===== src/rtl/alu_pipe.sv =====
// alu_pipe: handshaked, width-generic ALU with registered result and status flags.
// Optional iterative shift-add multiplier on opcode 10, enabled by defining ALU_PIPE_MUL_EN.
// Without the macro, opcode 10 is treated as an illegal op and Busy is tied low.
module alu_pipe #(
   parameter int unsigned WIDTH   = 16,
   parameter int unsigned SHAMT_W = 4
) (
   input  logic             CLK,
   input  logic             RST_N,
   input  logic             InValid,
   output logic             InReady,
   input  logic [WIDTH-1:0] A,
   input  logic [WIDTH-1:0] B,
   input  logic [3:0]       ALUOp,
   output logic             OutValid,
   input  logic             OutReady,
   output logic [WIDTH-1:0] ALUOut,
   output logic             Zero,
   output logic             Neg,
   output logic             Carry,
   output logic             Ovf,
   output logic             IllegalOp,
   output logic             Busy
);

   localparam logic [WIDTH-1:0] WidthVal = WIDTH'(WIDTH);

   logic             accept;
   logic             idle;
   logic             is_mul;
   logic             mul_done;
   logic [WIDTH-1:0] mul_res;

   logic [WIDTH-1:0]   res;
   logic               c_d;
   logic               v_d;
   logic               ill_d;
   logic [WIDTH:0]     sum;
   logic [WIDTH:0]     diff;
   logic [SHAMT_W-1:0] sh;
   logic               big;

   // A new op may enter only when no multiply runs and the output slot is free or draining.
   assign InReady = RST_N && idle && (!OutValid || OutReady);
   assign accept  = InValid && InReady;

   assign sh   = B[SHAMT_W-1:0];
   assign big  = (B >= WidthVal);
   assign sum  = {1'b0, A} + {1'b0, B};
   // Top bit of the extended difference is the borrow; carry reports its inverse.
   assign diff = {1'b0, A} - {1'b0, B};

   // Single-cycle result and flags for the op currently presented.
   always_comb begin
      res   = '0;
      c_d   = 1'b0;
      v_d   = 1'b0;
      ill_d = 1'b0;
      case (ALUOp)
         4'd0: begin
            res = sum[WIDTH-1:0];
            c_d = sum[WIDTH];
            v_d = (A[WIDTH-1] == B[WIDTH-1]) && (sum[WIDTH-1] != A[WIDTH-1]);
         end
         4'd1: begin
            res = diff[WIDTH-1:0];
            c_d = ~diff[WIDTH];
            v_d = (A[WIDTH-1] != B[WIDTH-1]) && (diff[WIDTH-1] != A[WIDTH-1]);
         end
         4'd2: res = A & B;
         4'd3: res = A | B;
         4'd4: res = A ^ B;
         4'd5: res = big ? '0 : (A << sh);
         4'd6: res = big ? '0 : (A >> sh);
         4'd7: res = big ? {WIDTH{A[WIDTH-1]}} : $unsigned($signed(A) >>> sh);
         4'd8: res = {{(WIDTH-1){1'b0}}, ($signed(A) < $signed(B))};
         4'd9: res = {{(WIDTH-1){1'b0}}, (A < B)};
         default: ill_d = 1'b1;
      endcase
   end

`ifdef ALU_PIPE_MUL_EN
   typedef enum logic {StIdle, StMul} state_e;

   localparam logic [SHAMT_W:0] CntMax = (SHAMT_W+1)'(WIDTH);

   state_e             state;
   logic [WIDTH-1:0]   mcand;
   logic [WIDTH-1:0]   mplier;
   logic [WIDTH-1:0]   acc;
   logic [SHAMT_W:0]   cnt;

   assign idle     = (state == StIdle);
   assign is_mul   = (ALUOp == 4'd10);
   assign mul_done = (state == StMul) && (cnt == CntMax);
   assign mul_res  = acc;
   assign Busy     = (state == StMul);

   // Multiply FSM: WIDTH shift-add iterations, then one cycle to hand the product out.
   always_ff @(posedge CLK or negedge RST_N) begin
      if (!RST_N) begin
         state  <= StIdle;
         mcand  <= '0;
         mplier <= '0;
         acc    <= '0;
         cnt    <= '0;
      end else begin
         case (state)
            StIdle: begin
               if (accept && is_mul) begin
                  state  <= StMul;
                  mcand  <= A;
                  mplier <= B;
                  acc    <= '0;
                  cnt    <= '0;
               end
            end
            StMul: begin
               if (cnt == CntMax) begin
                  state <= StIdle;
               end else begin
                  if (mplier[0]) acc <= acc + mcand;
                  mcand  <= mcand << 1;
                  mplier <= mplier >> 1;
                  cnt    <= cnt + (SHAMT_W+1)'(1);
               end
            end
            default: state <= StIdle;
         endcase
      end
   end
`else
   assign idle     = 1'b1;
   assign is_mul   = 1'b0;
   assign mul_done = 1'b0;
   assign mul_res  = '0;
   assign Busy     = 1'b0;
`endif

   // Output register: load on accept or multiply completion, clear valid when consumed.
   always_ff @(posedge CLK or negedge RST_N) begin
      if (!RST_N) begin
         OutValid  <= 1'b0;
         ALUOut    <= '0;
         Zero      <= 1'b0;
         Neg       <= 1'b0;
         Carry     <= 1'b0;
         Ovf       <= 1'b0;
         IllegalOp <= 1'b0;
      end else if (accept && !is_mul) begin
         OutValid  <= 1'b1;
         ALUOut    <= res;
         Zero      <= (res == '0);
         Neg       <= res[WIDTH-1];
         Carry     <= c_d;
         Ovf       <= v_d;
         IllegalOp <= ill_d;
      end else if (accept) begin
         // Multiply launched; the previous result was consumed on this same edge.
         OutValid <= 1'b0;
      end else if (mul_done) begin
         OutValid  <= 1'b1;
         ALUOut    <= mul_res;
         Zero      <= (mul_res == '0);
         Neg       <= mul_res[WIDTH-1];
         Carry     <= 1'b0;
         Ovf       <= 1'b0;
         IllegalOp <= 1'b0;
      end else if (OutReady) begin
         OutValid <= 1'b0;
      end
   end

endmodule


===== config.mk =====
export PLATFORM = sky130hd
export DESIGN_NAME = alu_pipe
export DESIGN_NICKNAME = d
export VERILOG_FILES = /design/src/rtl/alu_pipe.sv
export SDC_FILE = /design/constraint.sdc
export NUM_CORES = 1
export LEC_CHECK = 0
export ABC_AREA = 1
export CAP_MARGIN = 15
export CELL_PAD_IN_SITES_DETAIL_PLACEMENT = 1
export CELL_PAD_IN_SITES_GLOBAL_PLACEMENT = 2
export CORE_MARGIN = 4
export CORE_UTILIZATION = 26
export DETAILED_ROUTE_END_ITERATION = 16
export GPL_TIMING_DRIVEN = 0
export PLACE_DENSITY_LB_ADDON = 0.15
export SYNTH_ARGS = -nofsm -noshare
export SYNTH_HDL_FRONTEND = slang
export SYNTH_SLANG_ARGS = --single-unit

===== constraint.sdc =====
create_clock -name CLK -period 1.5 [get_ports CLK]
set_input_delay 0.375 -clock CLK [delete_from_list [all_inputs] [get_ports CLK]]
set_output_delay 0.375 -clock CLK [all_outputs]
set_load 0.01 [all_outputs]

* Yosys cells after proc, flatten, opt, wreduce, memory -nomap -nowiden
Index checks and enable logic that the tools add are counted.
** Word-level totals
- Flip-flop bits (word level) :: 22
- Input port bits :: 40
- Output and inout port bits :: 24
- Logic and storage cells :: 51
** Cells by class
- Add/sub/neg operators :: 2
- Magnitude comparators :: 3
- Eq/ne operators :: 13
- Shift-type cells :: 3
- Muxes and demuxes :: 9
- Bitwise logic cells :: 4
- Reductions and logical operators :: 10
** Operator list (number)
- $pmux W16 S10 :: 1
- $mux W16 :: 3
- $lt A16 B16 Y1 :: 2
- $add A16 B16 Y17 :: 1
- $sub A16 B16 Y17 :: 1
- $and A16 B16 Y16 :: 1
- $eq A4 B3 Y1 const B :: 4
- $ge A16 B5 Y1 const B :: 1
- $logic_not A16 Y1 :: 1
- $or A16 B16 Y16 :: 1
- $shl A16 B4 Y16 :: 1
- $shr A16 B4 Y16 :: 1
- $sshr A16 B4 Y16 :: 1
- $xor A16 B16 Y16 :: 1
- $reduce_or A10 Y1 :: 1
- $eq A4 B2 Y1 const B :: 2
- $eq A4 B4 Y1 const B :: 2
- $eq A4 B1 Y1 const B :: 1
- $logic_and A1 B1 Y1 :: 4
- $logic_not A4 Y1 :: 1
- $pmux W1 S2 :: 2
- $mux W1 :: 3
- $ne A1 B1 Y1 :: 3
- $reduce_bool A2 Y1 :: 1
- other kinds (4) :: 4

* Depth between registers and ports, before layout
Gate-level depths: netlist of the first run.
- Depth in word-level cells :: 5
- Mapped depth :: 20
- Gate-level depth less buffers :: 18

* Least setup slack after synthesis of the first run
Ideal clock, no wire load.
- Path type :: input to register
- From :: input port B[2]
- To :: register Zero
- Library setup time :: 78 ps
- Arrival :: 2213 ps
- Path slack :: -791 ps
- Stages :: 18
- Path through :: inv_2 clkbuf_1 ha_1 inv_2 nand2_1 nand2_1 nand3_2 nand2_1 nand2_1 nand2_1 nand2_1 nand3_1 nand2_1 nor2_1 nand2_1 nor2_1 nand3_1 o21bai_1
** On the way
- Word-level cells in the longest chain between the ends :: 4
- Elaborated cells on any way between the ends :: 16
- Those cells by class :: 2 x add/sub; 3 x order compare; 3 x shift; 4 x mux; 3 x bitwise; 1 x reduce/logical
** RTL lines
- start, declared :: line 13 : input logic [WIDTH-1:0] B,
- $ge A16 B5 Y1 (tied with other cells) :: line 48 : assign big = (B >= WidthVal);
- $mux W16 (on tied branches) :: line 75, 73, 74
- $pmux W16 S10 * :: line 59 : case (ALUOp)
- $logic_not A16 Y1 * :: line 153 : Zero <= (res == '0);
- end signal, assigned :: line 153
- end signal, assigned :: line 164 : Zero <= (mul_res == '0);
- end, declared :: line 18 : output logic Zero,
Mark *: on every way between the ends. The rest lies on a longest branch, timed or not.
A chain may end at the register's enable or synchronous reset.

* Worst setup path in the final report of the first run
- From :: input port B[1]
- To :: register Zero
Same word-level chain as after synthesis.

==> summary.txt, run 1 <==
Max Fclk -> 0.4111 GHz
Place WS -> -2.020 ns
Die X -> 153.5 um
FP Rows -> 52
RSZ-0062 raised after global routing -> yes
Synth Area in Simple Gates -> 0.5489
DP Cell Count -> 1373
Synth Flop Type -> dfrtp_1
WL/cell -> 20.64 um
Flops & latches, synth -> 21
Worst Reg-to-Reg Cells -> 10
Flop pwr share -> 0.166
Largest family of logic cells by synthesized area -> simple AND/OR/NAND/NOR gates
Post-synth EDFFs -> 0
Worst Slack Setup Final -> -0.9322 ns
Classification of the worst setup path -> primary input to flop
Port Buffer Count -> 62
Die Ht -> 153.5 um
Int Power -> 2.179 mW
Max_slew headroom -> 0.5697
Clock root buffer -> clkbuf_16
GRT Residual Overflow -> 0
Initial antenna violation count -> 0
Critical Path RT -> 1.68 ns
Placed inst area -> 0.006538 mm2
Switching share of power -> 0.4822
Final weighted congestion in routability-driven placement -> 0.8985
GRT Overall Usage -> 0.2463
R2R Path Start -> OutValid$_DFFE_PN0P_
First-pass GRT wire length -> 45.72 mm
Worst-path fanout max -> 3
Complex-gate fraction of the synthesized area -> 0.1073
Adder-cell share of the synthesized area -> 0.1187
Share of flip-flops with an asynchronous set or reset -> 1.000
Most frequent cells in the layout -> nand2_1 (287), nand3_1 (149), inv_1 (82)
Area Growth Syn to Fin -> 51.59%
Worst Skew -> 0.002380 ns
Syn Nets -> 1132
Worst path arrival time -> 2.61 ns
Xor/xnor share of the synthesized area -> 0.001592
Register Area -> 525.5 um2
1st-pass router iterations -> 4
Drt via density -> 5.144
Clock share of power -> 0.132
Share of cells above drive strength 1 -> 0.3409
Clock Sinks -> 21
Slew Viols, Final -> 0
Antenna viol nets, final -> 0
CTS clk-pin slew, worst paths -> 0.05 ns
Outcome -> finished with violations
IO Pins -> 64
Sequential area share after synthesis -> 0.09550
Final HPWL from detailed placement -> 23.82 mm
Max_cap viols -> 0
Area of the multi-input gates -> 0.005278 mm2
H-tree levels -> 1
Commonest non-fill, non-tap cell in the layout -> nand2_1
Final setup vio count -> 19
Syn. warnings -> 0
Drt total wl -> 30.10 mm
Worst hold margin -> 0.002680 ns
Net Switching -> 2.029 mW
ANT cells -> 0
Final nets -> 1280
Mean Syn Cell Area -> 5.286 um2
Worst setup SP type -> primary input
Final period utilization -> 1.621
Maximum buffer depth of the clock tree -> 2
Fin cells -> 1458
Mapped Cells -> 1041
Worst Tran Pin Value -> 0.6388 ns
Initial Util -> 0.2685
Distinct cells, synth -> 42
Mux cell area share after synthesis -> 0
Design area -> 0.008342 mm2
Post-synthesis instance area -> 0.005503 mm2
Largest net degree at the start of global routing -> 23
Hold buffers post-CTS -> 0
Failing checks -> setup timing
Iteration-0 DRC Markers -> 400
Drt drc -> 0
Peak supply drop -> 0.0003481 V
Utilization after layout -> 0.4070
Vias in the first global route -> 7655
CTS tree -> built
Final Hold Vio Count -> 0
Hold/Removal Path Class -> primary input to async pin
Setup TNS -> -11.77 ns
Tot Pwr -> 4.209 mW
Critical path launch point -> B[1]
CTS Buf Count -> 3
Core ar. -> 0.02049 mm2
Critical Path End Type -> flop
PD cells -> 504.5 mW/mm2
Die ar. -> 0.02356 mm2
Fill count -> 2723
Static leakage power -> 4.221 nW
Comb pwr share -> 0.702
Minimum clock period -> 2.432 ns
DR vias -> 7500
Clk_lat worst skew -> 0.25 ns
==> synthesized netlist by cell type, types with 3 or more instances <==
library cell	instances	area, um2
nand4_1	17	106.4
and2_1	4	25.02
a21oi_1	37	185.2
nand2_2	7	43.79
nand3b_1	4	30.03
clkinv_1	3	11.26
o21ai_1	3	15.01
buf_6	4	45.04
nand2_1	362	1359
o21ai_0	35	175.2
inv_2	9	33.78
nor2_2	8	50.05
nor2_1	111	416.7
buf_2	17	85.08
inv_1	112	420.4
o211ai_1	8	60.06
nand3_1	172	860.8
buf_4	10	75.07
nor3_1	5	25.02
o21bai_1	5	37.54
o22ai_1	6	37.54
dfrtp_1	21	525.5
ha_1	49	613.1
clkbuf_1	6	22.52
==> area by class of cell <==
cell class / count / share of cell area
multi-input combinational: 857 / 0.6327
tap: 270 / 0.04050
sequential: 21 / 0.06300
timing repair buffer: 143 / 0.1464
clock buffer: 4 / 0.009450
inverter: 124 / 0.06180
buffer: 39 / 0.04620
==> state kept, by name (all words and copies together), names as in the netlist <==
name and cells:
ALUOut 16, Carry 1, IllegalOp 1, OutValid 1
Ovf 1, Zero 1
==> kinds of logic (layout without fill, tap and decap cells) <==
group                      after synthesis  in the layout
buffers and inverters                  163            310
adders and majority gates               51             51
DFF                                     21             21
xor gates and xnor gates                 1              1
other                                    1              1
AOI/OAI and AO/OA                      104            104
and+or+nand+nor                        700            700
==> routing by layer <==
| layer | vias up | part of all wire | global-route usage |
|---|---|---|---|
| met5 | - | 0 | 0 |
| li1 | 3663 | - | - |
| met2 | 206 | 0.45 | 0.4015 |
| met1 | 3582 | 0.47 | 0.3419 |
| met3 | 49 | 0.041 | 0.01979 |
| met4 | 0 | 0.038 | 0.08537 |
==> final timing paths <==
kind	endpoint	slack, ns
setup reg to reg	Zero$_DFFE_PN0P_	-0.50
hold / removal	ALUOut[0]$_DFFE_PN0P_	0.003
max in group asynchronous	ALUOut[13]$_DFFE_PN0P_	1.28
setup / recovery	Zero$_DFFE_PN0P_	-0.93
min in group CLK	ALUOut[13]$_DFFE_PN0P_	0.47
hold reg to reg	ALUOut[13]$_DFFE_PN0P_	0.47
==> worst max-delay path: stages <==
cell,delay (ns)
buf_8,0.07
buf_8,0.10
inv_6,0.03
buf_12,0.11
buf_12,0.12
buf_4,0.14
ha_4,0.29
inv_4,0.04
nand2_4,0.05
nand2_4,0.06
buf_4,0.14
nand2_2,0.06
inv_2,0.06
nand2_1,0.05
nand4_1,0.07
nand2_1,0.12
nand2_2,0.11
a21oi_4,0.17
nand2_1,0.08
nor2_2,0.13
nand3_1,0.08
o21bai_1,0.12
==> power by group through the flow <==
| stage | Combinational [mW] | Sequential (mW) | Clock, mW |
|---|---|---|---|
| floorplan | 1.22 | 0.747 | 0 |
| global placement | 2.15 | 0.709 | 0 |
| detailed placement | 2.16 | 0.713 | 0 |
| CTS | 2.76 | 0.699 | 0.568 |
| global route | 3.18 | 0.710 | 0.591 |
| finish | 2.95 | 0.698 | 0.557 |
==> repair_timing <==
action / in CTS / in global routing
pin swaps: 86 / 64
buffers inserted: 73 / 17
resized for setup: 455 / 86
gates cloned: 2 / 0
endpoints found under the setup margin: 44 / 21
(Power assumes the default switching activity.)
==> run 2, diff against run 1 <==
- CORE_ASPECT_RATIO: unset -> 0.7
==> summary.txt, run 2 (synthesis results as in run 1) <==
Outcome -> finished with violations
Failing checks -> hold timing, setup timing
Clock root buffer -> clkbuf_16
Final period utilization -> 1.538
Final setup vio count -> 20
WL/cell -> 21.68 um
Biggest register -> ALUOut
Share of cells above drive strength 1 -> 0.4060
Die ar. -> 0.02359 mm2
CTS tree -> built
Most frequent cells in the layout -> nand2_1 (272), nand3_1 (140), buf_4 (102)
Drt drc -> 0
GRT Residual Overflow -> 0
Final Hold Vio Count -> 2
FP Rows -> 44
RSZ-0062 raised after global routing -> yes
Drt total wl -> 32.51 mm
Slew Viols, Final -> 0
Worst Slack Setup Final -> -0.8065 ns
Worst setup SP type -> primary input
Port Buffer Count -> 62
Fill count -> 2706
Worst Skew -> 0.001247 ns
Antenna viol nets, final -> 0
Clock share of power -> 0.125
Worst hold margin -> -0.001407 ns
Max Fclk -> 0.4336 GHz
Max_slew headroom -> 0.5690
Comb pwr share -> 0.721
Max_cap viols -> 0
Commonest non-fill, non-tap cell in the layout -> nand2_1
Clock Sinks -> 21
IO Pins -> 64
Minimum clock period -> 2.307 ns
Area Growth Syn to Fin -> 64.55%
Drt via density -> 5.185
GRT Overall Usage -> 0.2646
Static leakage power -> 4.518 nW
Worst Tran Pin Value -> 0.6464 ns
Initial Util -> 0.2651
Hold/Removal Path Class -> primary input to async pin
Net Switching -> 2.216 mW
Utilization after layout -> 0.4363
Final HPWL from detailed placement -> 24.84 mm
DR vias -> 7778
First-pass GRT wire length -> 48.06 mm
Largest register FFs -> 16
ANT cells -> 0
Switching share of power -> 0.4896
Vias in the first global route -> 7736
Int Power -> 2.309 mW
Clk_lat worst skew -> 0.25 ns
Largest net degree at the start of global routing -> 23
Initial antenna violation count -> 0
Critical Path RT -> 1.68 ns
Die Ht -> 129.7 um
CTS Buf Count -> 3
Critical Path End Type -> flop
H-tree levels -> 1
Maximum buffer depth of the clock tree -> 2
Fin cells -> 1500
Final weighted congestion in routability-driven placement -> 0.9463
PD cells -> 499.7 mW/mm2
Flop pwr share -> 0.154
Die X -> 181.9 um
CTS clk-pin slew, worst paths -> 0.06 ns
DP Cell Count -> 1379
1st-pass router iterations -> 5
Peak supply drop -> 0.0003949 V
Iteration-0 DRC Markers -> 665
Classification of the worst setup path -> primary input to flop
Final nets -> 1316
Worst path arrival time -> 2.49 ns
Core ar. -> 0.02075 mm2
Worst-path fanout max -> 4
## run 2: cell count changes in the layout (fill, tap and decap cells not counted), moves of 7 or more
cell     previous run  this run
a21oi_1            18        11
buf_4              79       102
buf_6              25        43
nand2_1           287       272
nand2_4            23        34
nand3_1           149       140
nand3_2            19        27
nor2_2             33        24
nor2_4             24        38
## run 2: path summary, 6_finish.rpt
check	cells after the start	slack [ns]	start	endpoint
max in group asynchronous	1	1.28	RST_N	ALUOut[11]$_DFFE_PN0P_
min reg2reg	2	0.47	ALUOut[13]$_DFFE_PN0P_	ALUOut[13]$_DFFE_PN0P_
max reg2reg	10	-0.48	OutValid$_DFFE_PN0P_	Zero$_DFFE_PN0P_
max	16	-0.81	B[1]	Zero$_DFFE_PN0P_
min in group CLK	2	0.47	ALUOut[13]$_DFFE_PN0P_	ALUOut[13]$_DFFE_PN0P_
min	1	-0.001	RST_N	IllegalOp$_DFFE_PN0P_
## run 2: area by class of cell
class / instances / area (um2) / area share
sequential: 21 / 525.5 / 0.05804
inverter: 124 / 533.0 / 0.05886
buffer: 38 / 375.4 / 0.04145
clock inverter: 1 / 5.005 / 0.0005527
clock buffer: 3 / 75.07 / 0.008291
timing repair buffer: 179 / 1550 / 0.1712
tap: 276 / 345.3 / 0.03814
multi-input combinational: 858 / 5645 / 0.6235
## run 2: repair_timing
| action | CTS | global route |
|---|---|---|
| setup buffers | 111 | 24 |
| hold buffers | 0 | 0 |
| cloned | 2 | 0 |
| pin swaps | 104 | 84 |
| resized for setup | 493 | 176 |
| endpoints found under the setup margin | 44 | 22 |
## run 2: power groups by stage
stage	combinational (mW)	clock, mW	sequential (mW)
after floorplan	1.22	0	0.747
after global placement	2.17	0	0.709
after detailed placement	2.18	0	0.710
after CTS	2.86	0.571	0.698
after global routing	3.52	0.601	0.710
final	3.26	0.565	0.697
## run 2: stage by stage
| stage | total power [mW] | setup WS (ns) | setup TNS (ns) | cell area [um2] |
|---|---|---|---|---|
| 6_report | 4.525 | -0.8065 | -11.12 | 9055 |
| 5_1_grt | 4.827 | -0.9719 | -12.81 | 9055 |
| 3_3_place_gp | 2.875 | -2.014 | -37.15 | 6545 |
| 2_1_floorplan | 1.969 | -0.6423 | -8.460 | 5579 |
| 3_5_place_dp | 2.886 | -1.988 | -37.36 | 6545 |
| 4_1_cts | 4.133 | -0.7958 | -10.61 | 8423 |
## run 2: metal layers
layer,track usage,up-vias,share of wire
li1,-,3729,-
met1,0.4080,3765,0.50
met2,0.4024,249,0.42
met3,0.03204,35,0.063
met4,0.03838,0,0.018
met5,0,-,0
## run 2: critical path, stage by stage
cell      delay (ns)
buf_8           0.07
buf_8           0.09
inv_6           0.03
buf_12          0.11
buf_12          0.12
fa_2            0.36
or2_1           0.25
nand3_2         0.09
o211ai_1        0.12
nor3_2          0.20
nand2_2         0.14
nor2_4          0.15
nand2_1         0.08
nor2_2          0.11
nand3_1         0.07
o21bai_1        0.11
